**src/rtl/serial_pkg.sv**
```systemverilog
// rtl/serial_pkg.sv - shared constants and state encoding for the serial transmit/receive pair
package serial_pkg;

    localparam int SERIAL_WIDTH = 8;

    localparam logic [1:0] IDLE  = 2'd0;
    localparam logic [1:0] SHIFT = 2'd1;
    localparam logic [1:0] ACK   = 2'd2;

    typedef enum logic [1:0] {
        ST_IDLE  = IDLE,
        ST_SHIFT = SHIFT,
        ST_ACK   = ACK
    } state_t;

endpackage

```
**src/rtl/piso_shift_register.sv**
```systemverilog
// rtl/piso_shift_register.sv - parallel-in serial-out shift register, MSB first, zero fill
module piso_shift_register #(
    parameter int WIDTH = 8
) (
    input  logic             clk,
    input  logic             clr,
    input  logic             load,
    input  logic             shift,
    input  logic [WIDTH-1:0] data,
    output logic             msb
);

    logic [WIDTH-1:0] shreg_q;

    always_ff @(posedge clk) begin
        if (clr) begin
            shreg_q <= '0;
        end else if (load) begin
            shreg_q <= data;
        end else if (shift) begin
            shreg_q <= shreg_q << 1;
        end
    end

    assign msb = shreg_q[WIDTH-1];

endmodule

```
**src/rtl/serial_byte_tx.sv**
```systemverilog
// rtl/serial_byte_tx.sv - open-drain data-phase transmitter with ACK sampling
// Optional arbitration-loss detection is compiled in with SERIAL_TX_ARB_LOST_EN.
module serial_byte_tx
    import serial_pkg::*;
#(
    parameter int WIDTH = SERIAL_WIDTH
) (
    input  logic             clk,
    input  logic             clr,
    input  logic [WIDTH-1:0] data,
    input  logic             load,
    input  logic             drive_en,
    input  logic             sample_en,
    input  logic             sda_in,
    output logic             sda_out,
    output logic             busy,
    output logic             done,
    output logic             ack,
    output logic             arb_lost
);

    localparam int CW = $clog2(WIDTH + 1);
    localparam logic [CW-1:0] CNT_FULL = CW'(WIDTH);
    localparam logic [CW-1:0] CNT_ONE  = CW'(1);

    state_t          state_q;
    logic [CW-1:0]   count_q;
    logic            sda_out_q;
    logic            done_q;
    logic            ack_q;
    logic            shreg_msb;
    logic            load_acc;
    logic            shift_en;

    assign load_acc = (state_q == ST_IDLE) && load;
    assign shift_en = (state_q == ST_SHIFT) && drive_en && (count_q != '0);

    piso_shift_register #(
        .WIDTH (WIDTH)
    ) u_shreg (
        .clk   (clk),
        .clr   (clr),
        .load  (load_acc),
        .shift (shift_en),
        .data  (data),
        .msb   (shreg_msb)
    );

`ifdef SERIAL_TX_ARB_LOST_EN
    logic arb_lost_q;
`endif

    always_ff @(posedge clk) begin
        if (clr) begin
            state_q   <= ST_IDLE;
            count_q   <= '0;
            sda_out_q <= 1'b1;
            done_q    <= 1'b0;
            ack_q     <= 1'b0;
`ifdef SERIAL_TX_ARB_LOST_EN
            arb_lost_q <= 1'b0;
`endif
        end else begin
            done_q <= 1'b0;
`ifdef SERIAL_TX_ARB_LOST_EN
            arb_lost_q <= 1'b0;
`endif
            case (state_q)
                ST_IDLE: begin
                    sda_out_q <= 1'b1;
                    if (load) begin
                        count_q <= CNT_FULL;
                        state_q <= ST_SHIFT;
                    end
                end
                ST_SHIFT: begin
                    // drive_en wins over a simultaneous sample_en
                    if (drive_en) begin
                        if (count_q != '0) begin
                            sda_out_q <= shreg_msb;
                            count_q   <= count_q - CNT_ONE;
                        end else begin
                            sda_out_q <= 1'b1;
                            state_q   <= ST_ACK;
                        end
                    end
`ifdef SERIAL_TX_ARB_LOST_EN
                    else if (sample_en && (count_q < CNT_FULL) && sda_out_q && !sda_in) begin
                        arb_lost_q <= 1'b1;
                        sda_out_q  <= 1'b1;
                        state_q    <= ST_IDLE;
                    end
`endif
                end
                ST_ACK: begin
                    if (sample_en && !drive_en) begin
                        ack_q   <= ~sda_in;
                        done_q  <= 1'b1;
                        state_q <= ST_IDLE;
                    end
                end
                default: state_q <= ST_IDLE;
            endcase
        end
    end

    assign sda_out = sda_out_q;
    assign busy    = (state_q != ST_IDLE);
    assign done    = done_q;
    assign ack     = ack_q;

`ifdef SERIAL_TX_ARB_LOST_EN
    assign arb_lost = arb_lost_q;
`else
    assign arb_lost = 1'b0;
`endif

endmodule

```
**config.mk**
```make
export PLATFORM = sky130hd
export DESIGN_NAME = serial_byte_tx
export DESIGN_NICKNAME = d
export VERILOG_FILES = /design/src/rtl/serial_pkg.sv /design/src/rtl/piso_shift_register.sv /design/src/rtl/serial_byte_tx.sv
export SDC_FILE = /design/constraint.sdc
export NUM_CORES = 1
export LEC_CHECK = 0
export BUFFER_PORTS_ARGS = -buffer_cell sky130_fd_sc_hd__buf_2
export CORE_MARGIN = 2
export CORE_UTILIZATION = 35
export CTS_CLUSTER_DIAMETER = 30
export DETAILED_ROUTE_END_ITERATION = 12
export GPL_TIMING_DRIVEN = 0
export PLACE_DENSITY = 0.59
export SLEW_MARGIN = 20
export SYNTH_ARGS = -nofsm -noshare
export SYNTH_HDL_FRONTEND = slang
export SYNTH_SLANG_ARGS = --single-unit
```
**constraint.sdc**
```tcl
create_clock -name clk -period 3.4 [get_ports clk]
set_input_delay 0 -clock clk [delete_from_list [all_inputs] [get_ports clk]]
set_output_delay 0 -clock clk [all_outputs]
set_load 0.005 [all_outputs]
```
### Word level (Yosys, flattened, before mapping)

Cells that the tools add are included.

* add/sub/neg operators: 1
* equality and inequality tests: 7
* muxes and demuxes: 15
* bitwise operators: 2
* reduce and logical (&&, ||, !) cells: 15

Operators by type and width (count)
* $mux W8: 2
* $mux W4: 3
* $mux W2: 4
* $ne A2 B2 Y1 const B: 4
* $pmux W4 S2: 1
* $reduce_and A4 Y1: 2
* $pmux W2 S3: 1
* $reduce_bool A2 Y1: 3
* $logic_and A1 B1 Y1: 4
* $reduce_and A2 Y1: 2
* $reduce_bool A4 Y1: 1
* $sub A4 B1 Y4 const B: 1
* $mux W1: 3
* $eq A2 B1 Y1 const B: 1
* $eq A2 B2 Y1 const B: 1
* $logic_not A2 Y1: 1
* $ne A2 B1 Y1 const B: 1
* $not A1 Y1: 2
* $pmux W1 S2: 1
* $reduce_or A2 Y1: 1
* $logic_not A1 Y1: 1

* bits in registers: 17
* input port bits: 14
* output and inout bits: 5
* word-level logic and storage cells: 46

### Depth between registers and ports, before layout

* word-level depth: 5
* depth in mapped cells: 6
* gate-level depth less buffers: 5

### Cells and area by module

From an unflattened synthesis, not the netlist that was laid out.

* cell total of the unflattened synthesis: 92
* area, all modules: 913.4 um^2

By module, submodules not included
* serial_byte_tx: times used 1, cells each 57, area an instance 544.3 um^2, sequential area each 180.2 um^2
* piso_shift_register: times used 1, cells each 35, area an instance 369.1 um^2, sequential area each 160.2 um^2

### Worst setup path before layout

OpenSTA, ideal clock, no wires.

* kind: reg-to-reg
* start point: reg count_q[0]
* end point: reg u_shreg.shreg_q[4]
* library setup time: 0.103 ns
* arrival time: 1.291 ns
* required time: 3.297 ns
* slack: 2.006 ns
* stages on the path, launching flop included: 7
* path buffers: 1
* clock period less this slack: 1.394 ns
* cell sequence: dfxtp_1 -> inv_1 -> ha_1 -> nor3b_4 -> buf_4 -> nor3_1 -> a2111oi_2

* word-level cells in the longest chain between the ends: 3

RTL lines
* start, declared: RTL line serial_byte_tx.sv:27 `logic [CW-1:0] count_q;`
* start signal, assigned: RTL line serial_byte_tx.sv:81 `count_q <= count_q - CNT_ONE;`
* $reduce_bool A4 Y1: RTL line serial_byte_tx.sv:36 `assign shift_en = (state_q == ST_SHIFT) && drive_en && (count_q != '0);`
* $logic_and A1 B1 Y1: RTL line serial_byte_tx.sv:36
* $reduce_bool A2 Y1 (no line)
* end signal, assigned: RTL line piso_shift_register.sv:19 `shreg_q <= data;`
* end signal, assigned: RTL line piso_shift_register.sv:21 `shreg_q <= shreg_q << 1;`
* end, declared: RTL line piso_shift_register.sv:13 `logic [WIDTH-1:0] shreg_q;`

Every way passes these cells.
A chain may end at the register's enable or synchronous reset.

### Final worst setup path

Same ends and word-level chain as after synthesis.

==> flow_summary.toml <==
[clocking]
cts_buffers = 3
clock_sinks = 17
cts_hold_buf = 4
htreeDepth = 1
cts_tree = "done"
clk_latency_ns = 0.29
post_cts.resized_instances = 0
clockRootBuffer = "clkbuf_4"
cts_buffer_depth = 2
post_cts_buffers = 0
clkTransAtPathRegs_ns = 0.10

[grt]
gr-total-overflow = 0
grt_pass1_wl_mm = 3.55
grt_usage_pct = 14.6
grt_pass1_vias = 795
grt_max_degree = 11
grt_use_met1_pct = 17.7
antenna_found_initial = 0
use_met2_pct = 24.1
grt_use_met3_pct = 5.12
top_usage_layer = "met2"

[worst_setup_path]
required_ns = 3.60
worst-r2r-cell-count = 6
worstSetupPathType = "reg2reg"
crit_arrival_ns = 1.81
rrSetupSlack_ns = 1.80
r2r_start = "count_q[0]"
crit_chain = "inv_1, ha_1, nor3b_4, buf_4, nor3_1, a2111oi_2"
cp-end-kind = "flip-flop"
slowest_delay_ns = 0.35
startpoint_type = "flip-flop"
reg2reg_to = "u_shreg.shreg_q[4]"
slowest_stage = "dfxtp_1"
path_max_fanout = 10

[die]
core_area_sq_um = 2500
die_w_microns = 55.6
initial_core_util_pct = 37.3
die-area_sq_um = 3100
rows = 18
die_height_microns = 55.6
io_pins = 19

[drt]
postRouteAntennaNets = 0
num_vias = 821
first_pass_iters = 4
vias_per_cell = 5.26
wl_per_cell_microns = 13.1
routed_wl_mm = 2.04
route.detailed.drc = 0
drtIter0Drc = 17

[cells_and_area]
multiInputGateArea_sq_um = 528
final_cell_mix = "buf_2 (18), dfxtp_1 (17), nor2_1 (16)"
nets = 143
fill_cells = 245
drive_gt1_share_pct = 29.4
fin_util_pct = 44.9
n_antenna_cell = 0
regArea_sq_um = 340
final_common_cell = "buf_2"
syn2layout_area_growth_pct = 20.4

[min_path]
whs_endpoint = "u_shreg.shreg_q[2]"
worstHoldPathType = "in2reg"
hold-path-cell-count = 3
min-delay-start = "data[2]"

[synthesis]
syn_inst = 101
syn_nets = 117
syn-cell-area_sq_um = 933
synth_seq_area_share_pct = 36.5
yosysTopAreaCell = "dfxtp_1"
synth_seq_cells = 17
yosysWarnings = 0
synth_area_per_cell_sq_um = 9.24
yosys.area.top_type_share_pct = 36.5
synthDistinctLibCells = 34
synthTopCellsByArea = "dfxtp_1 (36%), a2111oi_2 (11%), nor2_1 (6.4%)"

[run]
maxCapViolCount = 0

[timing]
setup_viol = 0
hold_violations = 0
grt_setup_unrepaired = "no"
tns_ns = 0
clock_skew_ns = 0.00345
tightest_slew_ns = 0.637
fmax_mhz = 623
maxSlewHeadroom_pct = 57.5
fin_crit_sh_pct = 47.2
slew_violations = 0
layout_min_cycle_time_ns = 1.60

[power]
power_density_nw_per_um2 = 396
ir_drop_uv = 211
power.leakage_uw = 0.000434

[placement]
port_buffers = 17
dp_hpwl_mm = 1.44
place_congestion = 0.828

[status]
status = "complete, no violations"
[critical path: cells and delay by family (launching register included)]
kind / cells / cell delay, ns
flip-flops: 1 / 0.35
AO/OA/AOI/OAI: 1 / 0.32
buffers and inverters: 2 / 0.32
AND/OR/NAND/NOR: 2 / 0.36
adder cells (fa/ha/maj): 1 / 0.16
[worst max-delay path by stage]
stage,from,to,slack [ns],depth (start not counted)
floorplan,count_q[0],u_shreg.shreg_q[4],2.01,6
global placement,count_q[0],u_shreg.shreg_q[4],1.85,6
detailed placement,count_q[0],u_shreg.shreg_q[4],1.84,6
CTS,count_q[0],u_shreg.shreg_q[4],1.80,6
global route,count_q[0],u_shreg.shreg_q[4],1.73,6
finish,count_q[0],u_shreg.shreg_q[4],1.80,6
[logic make-up after synthesis]
group | synth area share [%]
adders and majority gates | 2.68
other | 0.402
DFF | 36.5
buffers and inverters | 6.97
AOI/OAI and AO/OA | 23.3
and+or+nand+nor | 30.2
[stage by stage]
| stage | worst slack [ns] | hold slack (ns) | power, uW | area (sq um) | instances |
|---|---|---|---|---|---|
| global route | 1.73 | 0.0162 | 471 | 1120 | 156 |
| CTS | 1.80 | 0.0185 | 450 | 1120 | 156 |
| detailed placement | 1.84 | 0.193 | 336 | 1060 | 148 |
| floorplan | 2.01 | 0.0689 | 306 | 933 | 101 |
| finish | 1.80 | 0.0235 | 445 | 1120 | 156 |
| global placement | 1.85 | 0.185 | 334 | 1060 | 148 |
[power by group]
group          leakage, uW  switching (uW)  internal (uW)  total (uW)
clock network    0.0000177            66.3           43.8         110
logic             0.000277            57.9           51.8         110
registers         0.000140            10.3            215         225
[synth_stat cells]
cell type  number
nand2b_1        3
dfxtp_1        17
a21o_1          1
nor4_1          1
o211ai_1        2
and3b_1         1
nand3b_1        1
inv_1           4
conb_1          1
a211oi_1        2
a21oi_1         5
buf_4           2
and4bb_1        1
nor3b_4         2
and2_1          1
buf_2           1
or3b_1          3
clkbuf_1        2
nand2_1         1
nand3_1         1
nor4bb_1        2
ha_1            2
or2_2           1
o31ai_1         1
nor2_1         16
a31oi_1         1
buf_6           2
a31o_1          2
o21ai_1         2
a2111oi_2       7
nor3_1         10
or3_1           1
o2111ai_1       1
nand2_2         1
[routing by layer]
| layer | vias to the layer above | routed length (microns) |
|---|---|---|
| met5 | - | 0 |
| met2 | 10 | 994 |
| li1 | 420 | - |
| met1 | 387 | 942 |
| met4 | 0 | 31 |
| met3 | 4 | 72 |
[sequential cells by signal, indices dropped and copies added, names as in the netlist]
name	cells
done	1
sda_out	1
state_q	2
u_shreg.shreg_q	8
count_q	4
ack	1
[layout make-up]
| class | count | area share, % |
|---|---|---|
| well taps | 30 | 3.34 |
| clock inverters | 1 | 0.445 |
| plain buffers | 7 | 4.45 |
| clock buffers | 3 | 2.00 |
| multi-input cells | 73 | 47.0 |
| flip-flops and latches | 17 | 30.3 |
| inverters | 4 | 1.34 |
| repair buffers | 21 | 11.1 |
Note: power is estimated with default switching activity, not from simulation.
